==> config.mk <==
export PLATFORM = sky130hd
export DESIGN_NAME = cpu_controller
export DESIGN_NICKNAME = d
export VERILOG_FILES = /design/src/rtl/cpu_controller_pkg.sv /design/src/rtl/cpu_ctrl_decode.sv /design/src/rtl/cpu_controller.sv
export SDC_FILE = /design/constraint.sdc
export NUM_CORES = 1
export LEC_CHECK = 0
export CAP_MARGIN = 20
export CORE_AREA = 2 2 39 41
export DETAILED_ROUTE_END_ITERATION = 10
export DIE_AREA = 0 0 41 43
export PLACE_DENSITY = 0.72
export SYNTH_ARGS = -nofsm -noshare
export SYNTH_HDL_FRONTEND = slang
export SYNTH_HIERARCHICAL = 1
export SYNTH_SLANG_ARGS = --single-unit
==> constraint.sdc <==
create_clock -name clk -period 4.6 [get_ports clk]
set_clock_uncertainty 0.2 [all_clocks]
set_input_delay 0.46 -clock clk [delete_from_list [all_inputs] [get_ports clk]]
set_output_delay 0.46 -clock clk [all_outputs]
set_load 0.01 [all_outputs]
==> src/rtl/cpu_controller_pkg.sv <==
// Shared opcode, phase and strobe definitions for the accumulator CPU sequencer.
package cpu_controller_pkg;

  localparam int OPC_W_DEF = 3;

  localparam logic [OPC_W_DEF-1:0] OP_HLT = 3'd0;
  localparam logic [OPC_W_DEF-1:0] OP_SKZ = 3'd1;
  localparam logic [OPC_W_DEF-1:0] OP_ADD = 3'd2;
  localparam logic [OPC_W_DEF-1:0] OP_AND = 3'd3;
  localparam logic [OPC_W_DEF-1:0] OP_XOR = 3'd4;
  localparam logic [OPC_W_DEF-1:0] OP_LDA = 3'd5;
  localparam logic [OPC_W_DEF-1:0] OP_STO = 3'd6;
  localparam logic [OPC_W_DEF-1:0] OP_JMP = 3'd7;

  typedef enum logic [2:0] {
    PH_INST_ADDR  = 3'd0,
    PH_INST_FETCH = 3'd1,
    PH_INST_LOAD  = 3'd2,
    PH_IDLE       = 3'd3,
    PH_OP_ADDR    = 3'd4,
    PH_OP_FETCH   = 3'd5,
    PH_ALU_OP     = 3'd6,
    PH_STORE      = 3'd7
  } phase_t;

  typedef struct packed {
    logic sel;
    logic rd;
    logic ld_ir;
    logic inc_pc;
    logic ld_pc;
    logic halt;
    logic data_e;
    logic ld_ac;
    logic wr;
  } strobes_t;

  // Opcodes that read an operand from memory and write the result to the accumulator.
  function automatic logic is_aluop(input logic [OPC_W_DEF-1:0] op);
    case (op)
      OP_ADD, OP_AND, OP_XOR, OP_LDA: is_aluop = 1'b1;
      default:                        is_aluop = 1'b0;
    endcase
  endfunction

endpackage

==> src/rtl/cpu_ctrl_decode.sv <==
// Combinational strobe table: phase/opcode/zero/halted -> datapath control strobes.
module cpu_ctrl_decode
  import cpu_controller_pkg::*;
#(
  parameter int OPC_W = OPC_W_DEF
) (
  input  phase_t           phase,
  input  logic             halted,
  input  logic [OPC_W-1:0] opcode,
  input  logic             zero,
  output strobes_t         strobes
);

  logic aluop;
  logic op_hlt, op_skz, op_sto, op_jmp;

  assign aluop  = is_aluop(opcode);
  assign op_hlt = (opcode == OP_HLT);
  assign op_skz = (opcode == OP_SKZ);
  assign op_sto = (opcode == OP_STO);
  assign op_jmp = (opcode == OP_JMP);

  always_comb begin
    // NOTE: default every output first so no path through the case leaves a latch.
    strobes = '0;
    if (halted) begin
      strobes.halt = 1'b1;
    end else begin
      case (phase)
        PH_INST_ADDR: strobes.sel = 1'b1;
        PH_INST_FETCH: begin
          strobes.sel = 1'b1;
          strobes.rd  = 1'b1;
        end
        PH_INST_LOAD, PH_IDLE: begin
          strobes.sel   = 1'b1;
          strobes.rd    = 1'b1;
          strobes.ld_ir = 1'b1;
        end
        PH_OP_ADDR: begin
          strobes.inc_pc = !op_hlt;
          strobes.halt   = op_hlt;
        end
        PH_OP_FETCH: strobes.rd = aluop;
        PH_ALU_OP: begin
          // zero only matters here: a taken SKZ bumps the PC a second time.
          strobes.rd     = aluop;
          strobes.inc_pc = op_skz & zero;
          strobes.ld_pc  = op_jmp;
          strobes.data_e = op_sto;
        end
        PH_STORE: begin
          strobes.rd     = aluop;
          strobes.ld_ac  = aluop;
          strobes.ld_pc  = op_jmp;
          strobes.data_e = op_sto;
          strobes.wr     = op_sto;
        end
        default: strobes = '0;
      endcase
    end
  end

endmodule

==> src/rtl/cpu_controller.sv <==
// Eight-phase fetch/execute sequencer: phase counter, halted flag and reset forcing of strobes.
module cpu_controller
  import cpu_controller_pkg::*;
#(
  parameter int OPC_W = OPC_W_DEF
) (
  input  logic             clk,
  input  logic             rst,
  input  logic [OPC_W-1:0] opcode,
  input  logic             zero,
  output logic             sel,
  output logic             rd,
  output logic             ld_ir,
  output logic             inc_pc,
  output logic             ld_pc,
  output logic             halt,
  output logic             data_e,
  output logic             ld_ac,
  output logic             wr,
  output logic [2:0]       phase
);

  phase_t   phase_q;
  logic     halted_q;
  strobes_t strobes;
  strobes_t strobes_out;

  // NOTE: state registers use non-blocking assignments so every flop samples pre-edge values.
  always_ff @(posedge clk) begin
    if (rst) begin
      phase_q  <= PH_INST_ADDR;
      halted_q <= 1'b0;
    end else if (!halted_q) begin
      if (phase_q == PH_OP_ADDR && opcode == OP_HLT) begin
        halted_q <= 1'b1;
      end else begin
        phase_q <= phase_t'(phase_q + 3'd1);
      end
    end
  end

  cpu_ctrl_decode #(.OPC_W(OPC_W)) u_decode (
    .phase   (phase_q),
    .halted  (halted_q),
    .opcode  (opcode),
    .zero    (zero),
    .strobes (strobes)
  );

  // Reset wins over everything, including a half-finished instruction.
  assign strobes_out = rst ? '0 : strobes;

  assign sel    = strobes_out.sel;
  assign rd     = strobes_out.rd;
  assign ld_ir  = strobes_out.ld_ir;
  assign inc_pc = strobes_out.inc_pc;
  assign ld_pc  = strobes_out.ld_pc;
  assign halt   = strobes_out.halt;
  assign data_e = strobes_out.data_e;
  assign ld_ac  = strobes_out.ld_ac;
  assign wr     = strobes_out.wr;
  assign phase  = phase_q;

endmodule

# Word level (Yosys, flattened, before mapping)
# Index checks and enable logic that the tools add are counted.
# totals
reg_bits	4
out_inout_bits	12
inputBits	6
# op_classes
n_addsub	1
n_eq_ne	14
mux	15
reduce_logical	11
n_bitwise	3
# op_table
cell	n
3-bit == test, second input constant	8
3-bit by 2-bit == test with 1-bit output, second input constant	4
1-bit 2-to-1 mux	9
9-bit 2-to-1 mux	1
4-bit OR reduction	2
3-bit by 1-bit == test with 1-bit output, second input constant	2
3-bit zero test	2
3-bit OR reduction	2
5-bit 2-to-1 mux	1
1-bit case mux with 2 select lines	2
2-bit OR reduction	2
3-bit by 1-bit adder with 3-bit output, second input constant	1
3-bit 2-to-1 mux	1
2-bit 2-to-1 mux	1
1-bit NOT	2
2-bit AND reduction	1
1-bit bitwise AND	1
1-bit logical AND	1
1-bit zero test	1

# Longest topological paths before layout
# depth
ltp_word	6
ltp_mapped	5
mapped_depth_nobuf	5

# Modules after synthesis
# Netlist, hierarchy kept.
# modules_own_cells
mod	n_inst	cells_per_inst	area_per_inst_um2
cpu_controller	1	36	299.0
cpu_ctrl_decode	1	17	118.9

# Worst setup path after synthesis
# Ideal clock, no wire load.
# synth_path
kind	in2out
startpoint	in opcode[1]
endpoint	out inc_pc
slack_ns	2.714
path_buffers	0
stages	3
t_required_ns	3.940
arrival_time_ns	1.226
cell_sequence	nand4bb_1 -> a2111oi_2 -> nor2b_1
# synth_lines
item	line_no	text
start, declared	cpu_controller.sv:9	input logic [OPC_W-1:0] opcode,
end, declared	cpu_controller.sv:14	output logic inc_pc,

==> impl_metrics.yaml <==
floorplanning:
  pin_count: 18
  die-area_um2: 1760
  fp.coreArea_um2: 1380
  rows: 14
  die_w_um: 41
  die_y_um: 43
  floorplan.initialDensity_pct: 30.2
final_layout:
  final_common_cell: "clkdlybuf4s50_1"
  fin_nets: 82
  layout_common_cells: "17 x clkdlybuf4s50_1, 10 x nor2b_1, 4 x nor2_1, 4 x dfxtp_1"
  design_area_um2: 627
  drive_gt1_share_pct: 8.33
  diodes: 0
  instances_no_fill: 88
  area_growth_pct: 50.0
  post-route-util_pct: 45.3
grt:
  groute.layer.met2.usage_pct: 20.0
  grt_pass1_wl_mm: 1.62
  grt_pass1_vias: 424
  grt_start_max_net_pins: 19
  use_met1_pct: 15.8
  top_usage_layer: "met2"
  grt_util_met3_pct: 6.81
  gr-total-overflow: 0
  antenna_found_initial: 0
  grt_usage_pct: 13.4
route:
  dr.pass1.iters: 4
  routed_via_density: 5.25
  ant_nets: 0
  drt_iter0_markers: 8
  wl_per_cell_um: 10.9
  drc: 0
  routed_wl_um: 962
  num_vias: 462
worst_setup_path:
  cp.required_ns: 3.94
  reg2reg_depth: 5
  crit_start: "opcode[1]"
  rrSetupSlack_ns: 2.86
  cp_max_fo: 5
  cp-end-kind: "output port"
  regToRegStartpoint: "phase[0]"
  reg2reg_to: "phase[0]"
  cp.arrival_ns: 2.25
  path_class: "primary input to output port"
  crit_end: "inc_pc"
  critPathLaunchType: "primary input"
sta:
  fmax_mhz: 344
  finalCriticalPeriod_ns: 2.91
  hold_viol: 0
  slew-limit-headroom_pct: 65.5
  drv_slew: 0
  finalSetupTns_ns: 0
  rsz0062_at_grt: "false"
  worst_pin_slew_ns: 0.516
  period_share_pct: 63.2
  setup_viol: 0
power_and_ir_drop:
  ir_drop_mv: 0.211
  p_per_area_nw_per_um2: 329
  p_leak_nw: 0.218
logic_synthesis:
  synth_cell_types: 28
  synth_area_leaders: "dfxtp_1 19%, nor2b_1 15%, ha_1 6.0%, nand3b_1 5.4%, nand4b_1 4.2%"
  ys_seq_area_share_pct: 19.2
  synthFlopType: "dfxtp_1"
  synth-edff-count: 0
  synth-async-reset-ratio_pct: 0
  syn_nets: 61
  synth_seq_cells: 4
  yosysTopAreaCell: "dfxtp_1"
  yosysWarnings: 6
  syn_avg_cell_area_um2: 7.88
  syn_area_um2: 418
  postSynthCellCount: 53
  synth_top_area_share_pct: 19.2
clock_tree:
  htreeDepth: 1
  numCtsBuffers: 3
  ctsLongestPathBuffers: 2
  clkSlewWorstSetupHoldPaths_ns: 0.04
  clock-sinks: 4
  post-cts-setup-buffers: 0
  cts_tree: "built"
  cts-hold-fix-buffers: 0
  insertion_delay_ns: 0.23
  cts_root_buf: "clkbuf_4"
  cts_resized: 0
placed_design:
  gp_congestion: 0.686
  portBuffers: 17
  dpl_cell_area_um2: 604
  dp.cells: 85
  dp_hpwl_um: 674
hold_path:
  hold_path_class: "register to register"
job:
  cap_violations: 0
status:
  status: "completed"
[synthesized netlist by cell type, drive strengths merged (2+ instances only)]
cell	instances
nor2b	10
dfxtp	4
nor2	4
inv	3
nand3b	3
nor3	3
ha	2
nand2	2
nand4b	2
or4	2
[registers in the layout, indices dropped and copies added (netlist names)]
name / count
halted_q: 1
phase: 3
[worst max-delay path, stage by stage]
cell             delay [ns]
clkdlybuf4s50_1        0.48
nand4bb_1              0.24
a2111oi_2              0.36
nor2b_1                0.17
clkdlybuf4s50_1        0.55
[layer usage]
layer / vias to the layer above / part of all wire (%)
met1: 214 / 49
met2: 12 / 46
met3: 0 / 4.8
met5: - / 0
li1: 236 / -
met4: 0 / 0
[report_power, final]
part	internal [mW]	leakage, nW	switching (mW)
logic	0.0591	0.171	0.0390
clock network	0.0290	0.0138	0.0123
registers	0.0440	0.0331	0.0226
[worst min-delay path by stage]
stage                   from       end  slack [ns]  cells after the start
CTS                 phase[2]  phase[2]        0.39                      1
global placement    phase[2]  phase[2]        0.36                      1
detailed placement  phase[2]  phase[2]        0.37                      1
global route        phase[2]  phase[2]        0.42                      1
floorplan           phase[2]  phase[2]        0.36                      1
finish              phase[2]  phase[2]        0.38                      1
[logic make-up (layout without fill, tap and decap cells)]
group | Yosys count | in the layout | synth area share, %
AND/OR/NAND/NOR | 34 | 34 | 53.0
AO/OA/AOI/OAI | 8 | 8 | 16.2
flip-flops | 4 | 4 | 19.2
buffers and inverters | 4 | 23 | 3.59
adder cells (fa/ha/maj) | 2 | 2 | 5.99
XOR/XNOR | 1 | 1 | 2.10
[per-stage QoR]
stage | total power, mW | hold WS, ns | setup slack [ns]
2_1_floorplan | 0.118 | 0.358 | 2.71
3_3_place_gp | 0.163 | 0.364 | 1.69
3_5_place_dp | 0.166 | 0.369 | 1.68
4_1_cts | 0.211 | 0.388 | 1.68
5_1_grt | 0.229 | 0.417 | 1.58
6_report | 0.206 | 0.380 | 1.69
[final cells by class]
cell class                 instances  area (um2)
tap                               16        20.0
multi-input combinational         45         323
clock buffer                       3        22.5
timing repair buffer              17         170
sequential                         4        80.1
inverter                           3        11.3
fill                             146         757
(Power assumes the default switching activity.)
